<file path="src/rtl/argmax_classifier.sv">
// Sequential argmax over a post-ReLU class-score vector: captures the vector,
// scans one score per clock and presents the winning index/score over valid/ready.
module argmax_classifier #(
    parameter int BITWIDTH    = 32,
    parameter int NUM_CLASSES = 10,
    parameter int IDX_W       = 4
) (
    input  logic                clk,
    input  logic                rst_n,
    input  logic                in_valid,
    output logic                in_ready,
    input  logic [BITWIDTH-1:0] featuremap_RELUed [NUM_CLASSES],
    output logic                out_valid,
    input  logic                out_ready,
    output logic [IDX_W-1:0]    class_idx,
    output logic [BITWIDTH-1:0] class_score,
    output logic                out_err
);

    typedef enum logic [1:0] {
        IDLE = 2'd0,
        SCAN = 2'd1,
        DONE = 2'd2
    } state_e;

    localparam logic [IDX_W-1:0] LAST_IDX = IDX_W'(NUM_CLASSES - 1);

    state_e              state_q, state_d;
    logic [BITWIDTH-1:0] score_buf_q [NUM_CLASSES];
    logic [BITWIDTH-1:0] score_buf_d [NUM_CLASSES];
    logic [IDX_W-1:0]    cnt_q, cnt_d;
    logic [BITWIDTH-1:0] best_val_q, best_val_d;
    logic [IDX_W-1:0]    best_idx_q, best_idx_d;
    logic                err_q, err_d;
    logic [IDX_W-1:0]    class_idx_q, class_idx_d;
    logic [BITWIDTH-1:0] class_score_q, class_score_d;
    logic                out_err_q, out_err_d;

    logic                in_err;
    logic                scan_last;
    logic                cand_gt;
    logic [BITWIDTH-1:0] scan_val;
    logic [IDX_W-1:0]    scan_idx;

    // State register
    always_ff @(posedge clk or negedge rst_n) begin
        if (!rst_n) begin
            state_q <= IDLE;
        end else begin
            state_q <= state_d;
        end
    end

    // Next-state logic
    always_comb begin
        // NOTE: every signal written in a combinational block gets a default first, otherwise a latch is inferred.
        state_d = state_q;
        unique case (state_q)
            IDLE:    if (in_valid)  state_d = SCAN;
            SCAN:    if (scan_last) state_d = DONE;
            DONE:    if (out_ready) state_d = IDLE;
            default: state_d = IDLE;
        endcase
    end

    // Output logic: the handshake flags are pure functions of the state
    always_comb begin
        in_ready  = (state_q == IDLE);
        out_valid = (state_q == DONE);
    end

    // Scan datapath: unsigned strict compare, so ties keep the lower index
    always_comb begin
        in_err = 1'b0;
        for (int i = 0; i < NUM_CLASSES; i++) begin
            in_err = in_err | featuremap_RELUed[i][BITWIDTH-1];
        end
        scan_last = (cnt_q == LAST_IDX);
        cand_gt   = (score_buf_q[cnt_q] > best_val_q);
        scan_val  = cand_gt ? score_buf_q[cnt_q] : best_val_q;
        scan_idx  = cand_gt ? cnt_q : best_idx_q;
    end

    always_comb begin
        score_buf_d   = score_buf_q;
        cnt_d         = cnt_q;
        best_val_d    = best_val_q;
        best_idx_d    = best_idx_q;
        err_d         = err_q;
        class_idx_d   = class_idx_q;
        class_score_d = class_score_q;
        out_err_d     = out_err_q;
        unique case (state_q)
            IDLE: begin
                if (in_valid) begin
                    score_buf_d = featuremap_RELUed;
                    best_val_d  = featuremap_RELUed[0];
                    best_idx_d  = '0;
                    cnt_d       = IDX_W'(1);
                    err_d       = in_err;
                end
            end
            SCAN: begin
                best_val_d = scan_val;
                best_idx_d = scan_idx;
                if (scan_last) begin
                    // The last compare feeds the result registers directly
                    class_idx_d   = scan_idx;
                    class_score_d = scan_val;
                    out_err_d     = err_q;
                end else begin
                    cnt_d = cnt_q + IDX_W'(1);
                end
            end
            default: ;
        endcase
    end

    // Datapath registers
    always_ff @(posedge clk or negedge rst_n) begin
        if (!rst_n) begin
            // NOTE: the score buffer is a handful of flops that must read as zero after reset, so it is reset like any other register rather than left as an unreset memory.
            for (int i = 0; i < NUM_CLASSES; i++) begin
                score_buf_q[i] <= '0;
            end
            cnt_q         <= '0;
            best_val_q    <= '0;
            best_idx_q    <= '0;
            err_q         <= 1'b0;
            class_idx_q   <= '0;
            class_score_q <= '0;
            out_err_q     <= 1'b0;
        end else begin
            // NOTE: sequential state uses non-blocking assignments so every register samples pre-edge values.
            score_buf_q   <= score_buf_d;
            cnt_q         <= cnt_d;
            best_val_q    <= best_val_d;
            best_idx_q    <= best_idx_d;
            err_q         <= err_d;
            class_idx_q   <= class_idx_d;
            class_score_q <= class_score_d;
            out_err_q     <= out_err_d;
        end
    end

    assign class_idx   = class_idx_q;
    assign class_score = class_score_q;
    assign out_err     = out_err_q;

endmodule

</file>
<file path="config.mk">
export PLATFORM = sky130hd
export DESIGN_NAME = argmax_classifier
export DESIGN_NICKNAME = d
export VERILOG_FILES = /design/src/rtl/argmax_classifier.sv
export SDC_FILE = /design/constraint.sdc
export NUM_CORES = 1
export LEC_CHECK = 0
export ABC_AREA = 1
export CAP_MARGIN = 10
export CORE_MARGIN = 5
export CORE_UTILIZATION = 40
export CTS_CLUSTER_SIZE = 8
export DETAILED_ROUTE_END_ITERATION = 8
export GPL_TIMING_DRIVEN = 0
export PLACE_DENSITY = 0.75
export SLEW_MARGIN = 20
export SYNTH_ARGS = -nofsm -noshare
export SYNTH_HDL_FRONTEND = slang
export SYNTH_SLANG_ARGS = --single-unit
</file>
<file path="constraint.sdc">
create_clock -name clk -period 6.9 [get_ports clk]
set_clock_uncertainty 0.1 [all_clocks]
set_input_delay 0.69 -clock clk [delete_from_list [all_inputs] [get_ports clk]]
set_output_delay 0.69 -clock clk [all_outputs]
set_load 0.02 [all_outputs]
</file>
Word-level counts from Yosys, hierarchy flattened --
Cells that the tools add are included. Widths: inputs -> output; s select.
Storage, ports and cells: register bits 400, word-level logic and storage cells 61, output and inout port bits 39
Operators by class: $lt $le $gt $ge 2, reduce and logical (&&, ||, !) cells 7, add/subtract/negate cells 1, muxes and demuxes 16, eq/ne operators 7, bitwise operators 10
Operators with widths (number):
- $bmux 32 s4 | 1
- $mux 32 | 4
- $pmux 32 s2 | 1
- $gt 32x32->1 | 1
- $mux 4 | 4
- $pmux 4 s2 | 2
- $or 1x1->1 | 9
- $mux 2 | 3
- $ne 2x2->1 const B | 3
- $pmux 2 s3 | 1
- $reduce_and 2->1 | 3
- $reduce_and 3->1 | 2
- $ge 5x5->1 const B | 1
- $not 4->5 | 1
- $add 4x1->4 const B | 1
- $eq 4x4->1 const B | 1
- $eq 2x1->1 const B | 1
- $eq 2x2->1 const B | 1
- $logic_not 2->1 | 1
- $ne 2x1->1 const B | 1
- $reduce_bool 2->1 | 1

Longest topological paths before layout --
Gate-level depths: netlist of the first run.
depth in word-level cells 9, gate-level depth with buffers 27, mapped depth without buffers 23

Worst setup path after synthesis of the first run --
OpenSTA, ideal clock, no wires.
kind flip-flop to flip-flop, from reg cnt_q[0], to reg class_score_q[10] (netlist: class_score[10]), library setup time 0.118 ns, buffers on the path 4, data required time 6.682 ns, arrival time 2.644 ns, cell stages (with the launch flop) 20, slack 4.038 ns, period minus slack after synthesis 2.862 ns, cells stage by stage dfrtp_1 > buf_4 > buf_4 > buf_4 > nor2_1 > nor2_1 > o21ai_0 > nand3_1 > nand3_1 > nand2_1 > ha_1 > nand4_1 > nor3_1 > and3_1 > nand3_2 > nand2_4 > buf_4 > nand2_1 > nand3_1 > nand2_1
On the way: longest elaborated chain between the ends 6, elaborated cells on any way between the ends 8, classes of those cells order compare (1); eq/ne (1); mux (4); bitwise (1); reduce/logical (1)
Ends and longest elaborated chain:
- from (decl) | line 31 | logic [IDX_W-1:0] cnt_q, cnt_d;
- from (signal assigned) | line 136 | cnt_q <= cnt_d;
- $not 4->5 (not written as such) | line 79, 80
- $bmux 32 s4 | line 79, 80
- $mux 32 (not written as such) (2 in a row) | line 79, 80
- $gt 32x32->1 | line 79 | cand_gt = (score_buf_q[cnt_q] > best_val_q);
- $mux 32 | line 80 | scan_val = cand_gt ? score_buf_q[cnt_q] : best_val_q;
- to (signal assigned) | line 141 | class_score_q <= class_score_d;
- to (decl) | line 36 | logic [BITWIDTH-1:0] class_score_q, class_score_d;
Several ways; a longest one is shown, not always the timed one. The select of a mux whose other input is x is not followed. A chain may end at the register's enable or synchronous reset.

Worst setup path after layout of the first run --
from reg cnt_q[1], to reg class_score_q[6] (netlist: class_score[6])
The elaborated chain is that of the path after synthesis.

==> results.toml, run 1 <==
[layout]
num-nets-final = 3444
n_antenna_cell = 0
drive_gt1_share_pct = 4.796
area_delta_synth_final_pct = 30.46

[placement]
dp_hpwl_um = 54810
gp_congestion = 0.9218
numPortBuffers = 362

[floorplan]
start_util_pct = 40.20
die_w_um = 231.1
rows = 81
dieArea_mm2 = 0.05341
core-area_mm2 = 0.04865
ios = 363
die_h_um = 231.1

[clock_network]
cts_num_sinks = 400
cts_root_buf = "clkbuf_16"
cts_buffer_depth = 3
htree_levels = 2
cts_inserted_buffers = 55
clkLatencyLatePin_ns = 0.60
clk_pin_slew_ns = 0.05
tritoncts = "built"

[critical_path]
path_class = "reg2reg"
startpoint = "cnt_q[1]"
r2r-end = "class_score[6]"
startpoint_type = "register"
arrival_ns = 4.47
timing.rr.start = "cnt_q[1]"
reg2reg_depth = 17
critPathCaptureType = "register"
worst_ep_required_time_ns = 7.26
crit_fanout = 10
ff2ff_setup_slack_ns = 2.79

[routing]
drtPass1Iterations = 7
ant_nets = 0
wirelength_um = 71940
drc = 0
viasPerCell = 5.191
vias = 19250
routedWlPerCell_um = 19.40
drt_first_iter_violations = 1793

[power]
vdd_drop_max_mv = 0.3219
powerDensity_mw_per_mm2 = 507.3
p_leak_nw = 13.02
finalPower_mw = 12.94

[global_routing]
grt_max_degree = 97
grt_antenna_before_repair = 1
grt_pass1_wl_um = 109100
grt_overflow = 0
grt.total_usage_pct = 26.47
grt_pass1_vias = 19230

[hold_path]
hold_start = "score_buf_q[150]"
hold_path.class = "reg2reg"
min_to = "score_buf_q[150]"
holdPathStages = 2

[logic_synthesis]
seq_area_frac_synth_pct = 51.19
ys_seq_elements = 400
avgSynthCellArea_um2 = 7.346
yosysUniqueCellTypes = 31
synth_nets = 3020
syn_area_mm2 = 0.01956
yosys_warnings = 0
syn_inst = 2662

[timing]
min_period_ns = 4.112
tns_ns = 0
hold_viol_final = 0
rsz0062_at_grt = "false"
period_share_pct = 59.59
worstMarginPinSlew_ns = 1.149
maxSlewHeadroom_pct = 23.39
finalSetupViolCount = 0
fmax_mhz = 243.2
slew_viol_final = 0

[flow_run]
maxCapViolCount = 0

[status]
status = "finished, final reports clean"
metal layers:
metal / global-route usage, % / vias to the layer above / share of wire (%)
met4: 9.138 / 0 / 3.9
met2: 42.56 / 851 / 46
met1: 35.57 / 9109 / 42
li1: - / 9136 / -
met5: 0 / - / 0
met3: 6.027 / 151 / 8.8
logic make-up after synthesis:
kind of cell / Yosys count / synth area share [%]
AND/OR/NAND/NOR: 1657 / 33.35
flip-flops: 400 / 51.19
buffers and inverters: 312 / 6.482
AO/OA/AOI/OAI: 259 / 6.801
adder cells (fa/ha/maj): 34 / 2.175
worst max-delay path by stage:
| stage | to | slack [ns] | cells after the start |
|---|---|---|---|
| 2_1_floorplan | class_score[10] | 4.04 | 19 |
| 3_3_place_gp | score_buf_q[101] | -12.83 | 1 |
| 3_5_place_dp | class_score[30] | 2.88 | 18 |
| 4_1_cts | class_score[30] | 2.85 | 18 |
| 5_1_grt | class_score[30] | 2.47 | 17 |
| 6_report | class_score[6] | 2.79 | 17 |
layout make-up:
| cell class | count | area [um2] |
|---|---|---|
| flip-flops and latches | 400 | 10010 |
| multi-input cells | 1950 | 8278 |
| inverters | 155 | 584.3 |
| repair buffers | 367 | 3749 |
| plain buffers | 157 | 685.7 |
| well taps | 622 | 778.2 |
| clock buffers | 57 | 1426 |
| fillers | 4765 | 23140 |
repair_timing:
| item | in CTS | in global routing |
|---|---|---|
| endpoints found under the hold margin | 56 | 0 |
| hold buffers | 1 | 0 |
| buffers inserted | 0 | 0 |
| resized for setup | 0 | 0 |
worst max-delay path, cell delays in order (launching register included):
cell and delay (ns):
dfrtp_1 0.34, buf_2 0.31, buf_1 0.55, nor2_1 0.11
o21ai_0 0.12, nand3_1 0.13, nand3_1 0.21, nand2_1 0.10
ha_1 0.31, nand2_1 0.08, nor3_1 0.37, and3_1 0.26
nand3_2 0.25, nand2_4 0.24, buf_4 0.21, nand2_1 0.08
nand3_1 0.12, nand2_1 0.07
synthesized netlist by cell type, drive strengths merged:
cell type  number  share of area [%]
o22ai           5               0.16
clkinv          2              0.038
nand4           2              0.064
nor2          209                4.0
nor3b           1              0.038
nor4            1              0.032
o21ai         198                5.1
dfrtp         400                 51
clkbuf         82                1.6
a21oi          45                1.2
a21o            2              0.077
o31ai           2              0.077
and3            1              0.032
ha             34                2.2
nand2        1232                 24
nor3            6               0.20
o211ai          5               0.19
o21a            2              0.077
buf            75                1.9
nand3         205                5.3
inv           153                2.9
cell usage in the layout (no fill, tap or decap), types with 6 or more instances in the layout:
cell,synthesis,routed
nand2_1,1230,1230
dfrtp_1,400,400
clkdlybuf4s50_1,0,361
nor2_1,209,209
nand3_1,204,204
o21ai_0,192,192
inv_1,131,131
clkbuf_1,81,79
clkbuf_16,0,57
buf_2,47,47
a21oi_1,45,45
ha_1,34,34
inv_2,21,21
buf_1,19,19
buf_4,9,9
o21ai_1,6,6
flip-flops by register name, indices dropped and copies added, names as in the netlist:
name / flops
score_buf_q: 320
best_val_q: 32
class_score: 32
best_idx_q: 4
class_idx: 4
cnt_q: 4
state_q: 2
err_q: 1
out_err: 1
stage by stage:
step	instance area, um2	util, %	setup WS, ns	hold slack [ns]	std cells
after global routing	25510	52.44	2.472	0.3912	3708
after global placement	23960	49.25	-12.83	0.3538	3646
after detailed placement	24070	49.49	2.877	0.3597	3650
final	25510	52.44	2.788	0.3704	3708
after CTS	25510	52.44	2.853	0.3737	3708
after floorplan	19560	-	4.038	0.2944	2662
report_power, final:
part | internal, mW | switching, mW | total [mW] | leakage [nW]
sequential | 3.48 | 0.599 | 4.08 | 4.96
clock | 1.43 | 0.980 | 2.41 | 0.702
combinational | 2.20 | 4.25 | 6.46 | 7.36
total | 7.11 | 5.83 | 12.9 | 13.0
Note: power is estimated with default switching activity, not from simulation.
==> run 2, diff against run 1 <==
==> constraint.sdc (replaced) <==
create_clock -name clk -period 4.3 [get_ports clk]
set_clock_uncertainty 0.1 [all_clocks]
set_input_delay 0.43 -clock clk [delete_from_list [all_inputs] [get_ports clk]]
set_output_delay 0.43 -clock clk [all_outputs]
set_load 0.02 [all_outputs]
==> run 2 against run 1 <==
Hold slack got worse by 0.11 ns. Cell count is the same. Total power grew 60%. Design area hardly changed. Count of clock-buffer cells in the layout unchanged. Sequential share of layout area hardly changed. Largest cell class unchanged. Flip-flop and latch count unchanged. Critical endpoint unchanged. Die area did not move.
==> results.toml, run 2 (synthesis results as in run 1) <==
[status]
status = "finished, final reports clean"

[placement]
place_ws_ns = 0.2766
dp_hpwl_um = 54810
place_area_mm2 = 0.02407
dpl.cell_count = 3650
numPortBuffers = 362
gp_congestion = 0.9218

[critical_path]
slowest_delay_ns = 0.39
crit_buf_inv = 5
cp_slowest_cell = "dfrtp_1"
critPathCaptureType = "register"
crit_path_cell_trace = "buf_4, inv_4, buf_4, clkbuf_2, o21ai_0, nand3_1, nand3_1, nand2_1, ha_1, nand2_1, nor3_2, and3_1, nand3_2, buf_1, nand3_1, nand3_1, nand2_1"
critPathTopFamily = "simple AND/OR/NAND/NOR gates"
worst_ep_required_time_ns = 4.72
arrival_ns = 4.45
startpoint_type = "register"
crit_fanout = 10
path_class = "reg2reg"
cpMostUsedCell = "nand3_1"

[routing]
wl_met1_um = 30040
drtPass1Iterations = 6
met3_wirelength_um = 6195
drc = 0
routed-wl-met2_um = 32870
routedWlPerCell_um = 19.38
wirelength_um = 71860
drt_first_iter_violations = 1784
ant_nets = 0
vias = 19240
highest_layer = "met4"
viasPerCell = 5.188

[timing]
min_period_ns = 4.029
period_share_pct = 93.71
hold_viol_final = 0
fmax_mhz = 248.2
timing.hold.ws_ns = 0.2649
finalSetupViolCount = 0
slew_viol_final = 0
rsz0062_at_grt = "false"
maxSlewHeadroom_pct = 22.16
worstMarginPinSlew_ns = 1.168
setup_ws_ns = 0.2705

[floorplan]
rows = 81
start_util_pct = 40.20
core-area_mm2 = 0.04865
die_h_um = 231.1
die_w_um = 231.1
ios = 363
dieArea_mm2 = 0.05341

[layout]
mostFrequentLayoutCells = "nand2_1 (1230), dfrtp_1 (400), clkdlybuf4s50_1 (361)"
stdcell_count = 3708
design_area_mm2 = 0.02552
drive_gt1_share_pct = 4.861
num-nets-final = 3444
mostFrequentLayoutCell = "nand2_1"
largest_reg_flops = 320
top_register = "score_buf_q"
area_delta_synth_final_pct = 30.49
utilization_pct = 52.45
n_antenna_cell = 0

[power]
powerDensity_mw_per_mm2 = 814.0
p_switching_mw = 9.362
p_leak_nw = 13.02
vdd_drop_max_mv = 0.5198
p_comb_share_pct = 50.0
internal_power_mw = 11.41
p_clk_share_pct = 18.6
p_sw_share_pct = 45.07
seqPwrFrac_pct = 31.5

[global_routing]
grt_pass1_vias = 19230
grt_max_degree = 97
grt_pass1_wl_um = 109100
grt_overflow = 0
grt_antenna_before_repair = 1
grt.total_usage_pct = 26.47

[clock_network]
clkLatencyLatePin_ns = 0.60
cts_inserted_buffers = 55
tritoncts = "built"
cts_num_sinks = 400
htree_levels = 2
cts_root_buf = "clkbuf_16"
cts_buffer_depth = 3
cts_setup_buffers = 0
clk_pin_slew_ns = 0.05

[hold_path]
hold_path.class = "in2reg"

[flow_run]
maxCapViolCount = 0
[run 2: cell types whose count changed in the layout (fill, tap and decap cells not counted)]
cell	delta
buf_1	-1
nor3_1	-1
clkbuf_2	+1
nor3_2	+1
[run 2: layout make-up]
type                            count  area, um2
Buffer                            157      686.9
Tap cell                          622      778.2
Clock buffer                       57       1426
Sequential cell                   400      10010
Inverter                          155      584.3
Multi-Input combinational cell   1950       8283
Timing Repair Buffer              367       3749
Fill cell                        4766      23130
[run 2: metal layers]
layer	track usage [%]	vias up
met5	0	-
met4	9.138	0
met3	6.027	145
met2	42.56	860
met1	35.57	9106
li1	-	9125
[run 2: worst register-to-register path: cells and delay by family, from the launching register on]
family	cells	cell delay, ns
DFF	1	0.39
adders and majority gates	1	0.31
and+or+nand+nor	10	1.77
buffers and inverters	5	1.15
AOI/OAI and AO/OA	1	0.24
[run 2: path summary, 6_finish.rpt]
path                            slack (ns)          endpoint                    from  cells after the start
worst min register to register        0.37   score_buf_q[91]         score_buf_q[91]                      2
min in group asynchronous             0.27   score_buf_q[28]                   rst_n                      2
max in group asynchronous             2.61     best_val_q[3]                   rst_n                      4
worst min-delay path                  0.26  score_buf_q[132]  featuremap_RELUed[132]                      3
worst max register to register        0.27    class_score[6]                cnt_q[0]                     17
worst max-delay path                  0.27    class_score[6]                cnt_q[0]                     17
[run 2: power groups by stage]
| stage | combinational (mW) | clock [mW] | sequential (mW) |
|---|---|---|---|
| finish | 10.4 | 3.86 | 6.54 |
| floorplan | 6.73 | 0 | 6.43 |
| detailed placement | 10.2 | 0 | 6.53 |
| global placement | 10.0 | 0 | 6.53 |
| CTS | 10.3 | 3.92 | 6.51 |
| global route | 11.7 | 4.08 | 6.71 |
[run 2: per-stage QoR]
| step | total power, mW | setup TNS (ns) |
|---|---|---|
| after floorplan | 13.15 | 0 |
| after global placement | 16.54 | -6047.57 |
| after detailed placement | 16.77 | 0 |
| after CTS | 20.74 | 0 |
| after global routing | 22.49 | 0 |
| final | 20.77 | 0 |
[run 2: what timing repair did]
item,CTS,global route
resized for setup,0,2
endpoints found under the setup margin,0,60
hold buffers,1,0
hold endpoints to repair,56,0
